File: src/rtl/down_counter_timer.sv
// Loadable down-counter timer with run/hold/done control and a registered terminal-count pulse.
// Define DOWN_COUNTER_TIMER_AUTORELOAD_EN to make RUN reload from the last loaded value instead of stopping at zero.
module down_counter_timer #(
    parameter int WIDTH = 4
) (
    input  logic             clk,
    input  logic             rst,
    input  logic             ld,
    input  logic [WIDTH-1:0] ldvalue,
    input  logic             start,
    input  logic             pause,
    output logic [WIDTH-1:0] dout,
    output logic             busy,
    output logic             tc,
    output logic             done
);

    typedef enum logic [1:0] {
        IDLE,
        RUN,
        HOLD,
        DONE
    } state_t;

    localparam logic [WIDTH-1:0] ONE = {{(WIDTH-1){1'b0}}, 1'b1};

    state_t           state;
    logic [WIDTH-1:0] count;
`ifdef DOWN_COUNTER_TIMER_AUTORELOAD_EN
    // Only the auto-reload build ever reads the reload value back.
    logic [WIDTH-1:0] reload_q;
`endif

    // Priority: rst > ld > start > pause > count.
    always_ff @(posedge clk) begin
        if (rst) begin
            state <= IDLE;
            count <= '0;
            tc    <= 1'b0;
`ifdef DOWN_COUNTER_TIMER_AUTORELOAD_EN
            reload_q <= '0;
`endif
        end else if (ld) begin
            state <= IDLE;
            count <= ldvalue;
            tc    <= 1'b0;
`ifdef DOWN_COUNTER_TIMER_AUTORELOAD_EN
            reload_q <= ldvalue;
`endif
        end else if (start && (state == IDLE || state == DONE)) begin
            if (count == '0) begin
                state <= DONE;
                tc    <= 1'b1;
            end else begin
                state <= RUN;
                tc    <= 1'b0;
            end
        end else begin
            tc <= 1'b0;
            case (state)
                RUN: begin
                    if (pause) begin
                        state <= HOLD;
                    end else if (count != '0) begin
                        count <= count - ONE;
                        tc    <= (count == ONE);
                    end else begin
`ifdef DOWN_COUNTER_TIMER_AUTORELOAD_EN
                        count <= reload_q;
`else
                        state <= DONE;
`endif
                    end
                end
                HOLD: begin
                    // Resuming costs one cycle with no decrement.
                    if (!pause) begin
                        state <= RUN;
                    end
                end
                default: begin
                    state <= state;
                end
            endcase
        end
    end

    assign dout = count;
    assign busy = (state == RUN) || (state == HOLD);
    assign done = (state == DONE);

endmodule

File: config.mk
export PLATFORM = sky130hd
export DESIGN_NAME = down_counter_timer
export DESIGN_NICKNAME = d
export VERILOG_FILES = /design/src/rtl/down_counter_timer.sv
export SDC_FILE = /design/constraint.sdc
export NUM_CORES = 1
export LEC_CHECK = 0
export ABC_CLOCK_PERIOD_IN_PS = 3900
export CAP_MARGIN = 0
export CORE_AREA = 10 10 47 49
export DETAILED_ROUTE_END_ITERATION = 6
export DIE_AREA = 0 0 57 59
export MAX_ROUTING_LAYER = met4
export PLACE_DENSITY_LB_ADDON = 0.12
export SYNTH_ARGS = -nofsm -noshare
export SYNTH_HDL_FRONTEND = slang
export SYNTH_SLANG_ARGS = --single-unit
File: constraint.sdc
create_clock -name clk -period 3.9 [get_ports clk]
set_input_delay 0.39 -clock clk [delete_from_list [all_inputs] [get_ports clk]]
set_output_delay 0.39 -clock clk [all_outputs]
set_load 0.005 [all_outputs]
# Word-level counts from Yosys, hierarchy flattened
# Index checks and enable logic that the tools add are counted.
word_totals:
  ff_bits: 7
  out_inout_bits: 7
classes:
  reduce_logical: 12
  addsub: 1
  eq_ne: 8
  mux: 16
op_table:
  columns: ["cell", "count"]
  rows:
  - ["two-way mux 4 bit", 5]
  - ["two-way mux 2 bit", 5]
  - ["two-way mux 1 bit", 5]
  - ["== test 2 bit (second input constant)", 2]
  - ["== test 4 x 1 -> 1 bit (second input constant)", 1]
  - ["zero test 4 bit", 1]
  - ["inequality test 2 bit (second input constant)", 2]
  - ["inequality test 4 bit (second input constant)", 1]
  - ["case mux 2 bit (2 select lines)", 1]
  - ["AND reduction 4 bit", 1]
  - ["nonzero test 2 bit", 2]
  - ["nonzero test 4 bit", 1]
  - ["subtractor 4 x 1 -> 4 bit (second input constant)", 1]
  - ["inequality test 3 bit (second input constant)", 1]
  - ["AND reduction 3 bit", 1]
  - ["nonzero test 3 bit", 1]
  - ["== test 2 x 1 -> 1 bit (second input constant)", 1]
  - ["zero test 2 bit", 1]
  - ["logical OR 1 bit", 2]
  - ["OR reduction 2 bit", 1]
  - ["logical AND 1 bit", 1]

# Longest topological paths before layout
depth:
  word_depth: 6
  depth_mapped: 5

# Worst setup path after synthesis
# Ideal clock, no wire load.
synth_path:
  kind: "register to register"
  from: "reg state[0]"
  to: "reg count[1], in the netlist dout[1]"
  setup_time_ns: 0.139
  t_arrival_ns: 1.393
  required_ns: 3.761
  stages_incl_launch_ff: 6
  synth_period_minus_slack_ns: 1.532
  path_slack_ns: 2.368
  path_cell_list: "dfxtp_1 inv_1 ha_1 and2_0 o311ai_0 o311ai_1"
synth_between:
  elab_chain_len: 5
synth_rtl:
  columns: ["element", "line", "text"]
  rows:
  - ["start: declaration", "27", "state_t state;"]
  - ["start signal: assignment", "82", "state <= state;"]
  - ["== test 2 bit or zero test 2 bit (tied branches)", "50", "end else if (start && (state == IDLE || state == DONE)) begin"]
  - ["logical OR 1 bit", "50", null]
  - ["logical AND 1 bit", "50", null]
  - ["inequality test 2 bit (no line)", null, null]
  - ["AND reduction 4 bit (no line) (*)", null, null]
  - ["end signal: assignment", "45", "count <= ldvalue;"]
  - ["end signal: assignment", "65", "count <= count - ONE;"]
  - ["end: declaration", "28", "logic [WIDTH-1:0] count;"]
# Every way passes the cells marked *; elsewhere a longest branch is shown, timed or not.
# A chain may end at the register's enable or synchronous reset.

# Worst setup path after layout
layout_path:
  from: "reg state[0]"
  to: "out busy"
layout_between:
  elab_chain_len: 2
layout_rtl:
  columns: ["element", "line", "text"]
  rows:
  - ["== test 2 x 1 -> 1 bit or == test 2 bit (tied branches)", "89", "assign busy = (state == RUN) || (state == HOLD);"]
  - ["logical OR 1 bit (*)", "89", null]
  - ["end: declaration", "13", "output logic busy,"]
# Marks and branches as above.

==> results by group <==
Place
  – DP HPWL: ~1000 um
  – GPL Wtd Cong: between 0.7 and 0.8
  – IO Port Bufs: 15

STA
  – Final period utilization: 51.47%
  – Setup-failing EPs final: 0
  – Worst Skew: 0.004228 ns
  – RSZ-0062 raised after global routing: false
  – Minimum clock period: 2.007 ns
  – Fin Hold WS: ~0.56 ns
  – Setup TNS: 0 ns
  – Hold Vio Cnt, Final: 0
  – Slew of the pin with the lowest slew margin: 0.3899 ns
  – Fin. max-slew vios: 0
  – Max-slew headroom: 73.91%
  – Fmax: 0.4982 GHz

Power and ir drop
  – Register share of total power: 39.3%
  – Sw Ratio: 29.83%
  – Combinational share of power: 28.8%
  – Pwr Density: roughly 290 nW/um^2
  – Sw power: approximately 63 uW
  – Worst vdd ir: 0.0001528 V
  – Power share of the clock group: 32.0%
  – Leakage: 0.2917 nW
  – Internal power: 149.2 uW

Clocking
  – Clock buffer count from CTS: 3
  – Clk Latency, worst-skew pair: 0.25 ns
  – Post-CTS setup buffer count: 0
  – CTS max path bufs: 2
  – Hold_buf cts: 0
  – Cts repair resizes: 0
  – Clock Pin Slew Worst Setup and Hold Paths: approximately 0.060 ns
  – CTS tree: built
  – Root buffer cell: clkbuf_4
  – H-tree levels: 1
  – Clk sinks: 7

Synthesis
  – Synthesized area per cell: 8.597 sq um
  – Area share of the largest cell type after synthesis: 26.29%
  – Register area share after synthesis: 26.29%
  – Post-synth EDFFs: 0
  – Syn. warnings: 0
  – Syn nets: 76
  – Ys async rst share: 0%
  – Post-synth cell types: 30
  – Count leader, synth: inv_1
  – Top_reg_cell synth: dfxtp_1
  – Mapped Cells: slightly above 60
  – Largest area contributor in the netlist: dfxtp_1
  – Most area-consuming cells after synthesis: dfxtp_1 26%, ha_1 12%, inv_1 5.6%
  – Top cells by count, synth: 8 x inv_1, 7 x dfxtp_1, 5 x ha_1, 5 x nand2_1, 4 x a21oi_1
  – Yosys reg bits: 7
  – Mapped cell area: 533.0 sq um

Hold path
  – Hold-critical path depth: 2
  – Hold Crit Class: reg2reg

Routing
  – Wirelength per Cell: 13.68 um
  – Initial DRC count: 10
  – ANT nets after route: 0
  – DRT Wirelength: 1327 um
  – DRT Pass-1 Iters: 4
  – Drt drc: 0
  – Vias: 531
  – Avg Vias per Cell: 5.474

Finish
  – Layout cell share with drive strength beyond 1: between 10 and 15%
  – Area Overhead vs Synth: 36.85%
  – Diode count: 0
  – Final net count: 96

Critical path
  – Biggest cell delay along the critical path: roughly 0.5 ns
  – Crit path top cell by count: inv_1
  – Worst Setup Start Kind: flop
  – Slowest stage cell, crit path: clkdlybuf4s50_1
  – Bufs and invs on worst path: 3
  – CP Class: reg2out
  – CP Capture Type: output port
  – Worst path top cell family by delay: buffers and inverters
  – Cell depth of the worst flop-to-flop path: 5
  – Critical Path Stages: 4
  – Cells along the critical path: inv_1, ha_1, inv_1, clkdlybuf4s50_1
  – Worst-path fanout max: 5
  – Worst EP arrival: 1.62 ns
  – Worst EP required: between 3 and 4 ns

Global routing
  – Grt ovf: 0
  – Total GRT Usage: under 10%
  – Largest net degree at the start of global routing: 9
  – Antenna violations before repair: 0
  – Vias in the first global route: 470
  – Global-route wire length before repair: 2159 um

Die
  – Die width: ~57 um
  – Die Ht: between 50 and 60 um
  – Rows: 14
  – Io pins: 16
  – Die area: 3363 sq um
  – Core area: 1401 sq um
  – Initial Util: 38.04%

Outcome
  – Status: completed

Run
  – Max-Cap Viols: 0
kinds of logic (layout without fill, tap and decap cells):
family | Yosys count | in the layout | share of synthesized area (%)
DFF | 7 | 7 | 26.29
adders and majority gates | 5 | 5 | 11.74
buffers and inverters | 8 | 27 | 5.634
and+or+nand+nor | 24 | 24 | 29.11
AOI/OAI and AO/OA | 18 | 18 | 27.23
through the flow:
stage                     instances  cell area [sq um]  total power [mW]  setup WS [ns]  utilization, %
final                            97              729.5            0.2127          1.893           52.05
after global placement           93              703.2            0.1466          2.134           50.18
after CTS                        97              729.5            0.2159          1.867           52.05
after floorplan                  62              533.0            0.1184          2.368               -
after global routing             97              729.5            0.2304          1.789           52.05
after detailed placement         93              703.2            0.1458          2.113           50.18
registers in the layout, summed over array words and instances, names as in the netlist:
register,flops
state,2
dout,4
tc,1
cells in the final DEF (no fill, tap or decap):
| cell | netlist | final |
|---|---|---|
| a2111oi_2 | 1 | 1 |
| a211o_1 | 1 | 1 |
| a211oi_1 | 1 | 1 |
| a21oi_1 | 4 | 4 |
| a31oi_1 | 1 | 1 |
| a32oi_1 | 1 | 1 |
| and2_0 | 1 | 1 |
| and2b_2 | 2 | 2 |
| clkbuf_1 | 0 | 1 |
| clkbuf_4 | 0 | 3 |
| clkdlybuf4s50_1 | 0 | 15 |
| dfxtp_1 | 7 | 7 |
| ha_1 | 5 | 5 |
| inv_1 | 8 | 8 |
| nand2_1 | 5 | 5 |
| nand2b_1 | 2 | 2 |
| nand3_1 | 1 | 1 |
| nand4b_1 | 1 | 1 |
| nor2_1 | 3 | 3 |
| nor2b_1 | 1 | 1 |
| nor3_1 | 1 | 1 |
| nor3b_4 | 1 | 1 |
| nor4_1 | 2 | 2 |
| nor4b_1 | 1 | 1 |
| o211a_1 | 1 | 1 |
| o211ai_1 | 2 | 2 |
| o311a_1 | 1 | 1 |
| o311ai_0 | 2 | 2 |
| o311ai_1 | 2 | 2 |
| o31a_1 | 1 | 1 |
| or2_2 | 1 | 1 |
| or2b_2 | 1 | 1 |
| or3b_1 | 1 | 1 |
path summary, 6_finish.rpt:
check	start	slack, ns	to
max	state[0]	1.89	busy
min	dout[1]	0.56	dout[1]
max reg2reg	state[0]	2.20	dout[3]
min reg2reg	dout[1]	0.56	dout[1]
layer usage:
metal	GRT usage [%]	part of all wire (%)
met5	-	0
met1	10.58	53
met2	10.23	42
met3	3.648	4.7
met4	4.027	0.30
area by class of cell:
cell class | instances | area (sq um)
Fill cell | 140 | 671.9
Inverter | 8 | 30.03
Multi-Input combinational cell | 47 | 362.8
Sequential cell | 7 | 140.1
Clock buffer | 4 | 26.28
Timing Repair Buffer | 15 | 150.1
Tap cell | 16 | 20.02
power groups by stage:
stage	sequential [mW]	combinational, mW	clock, mW
detailed placement	0.0850	0.0608	0
finish	0.0835	0.0612	0.0680
global route	0.0844	0.0675	0.0785
global placement	0.0850	0.0616	0
floorplan	0.0837	0.0347	0
CTS	0.0833	0.0614	0.0713
worst min-delay path, stage by stage, from the launching register on:
cell	delay [ns]
dfxtp_1	0.33
o311ai_0	0.09
o311ai_1	0.10
No activity file was read; power rests on OpenSTA's default activity.
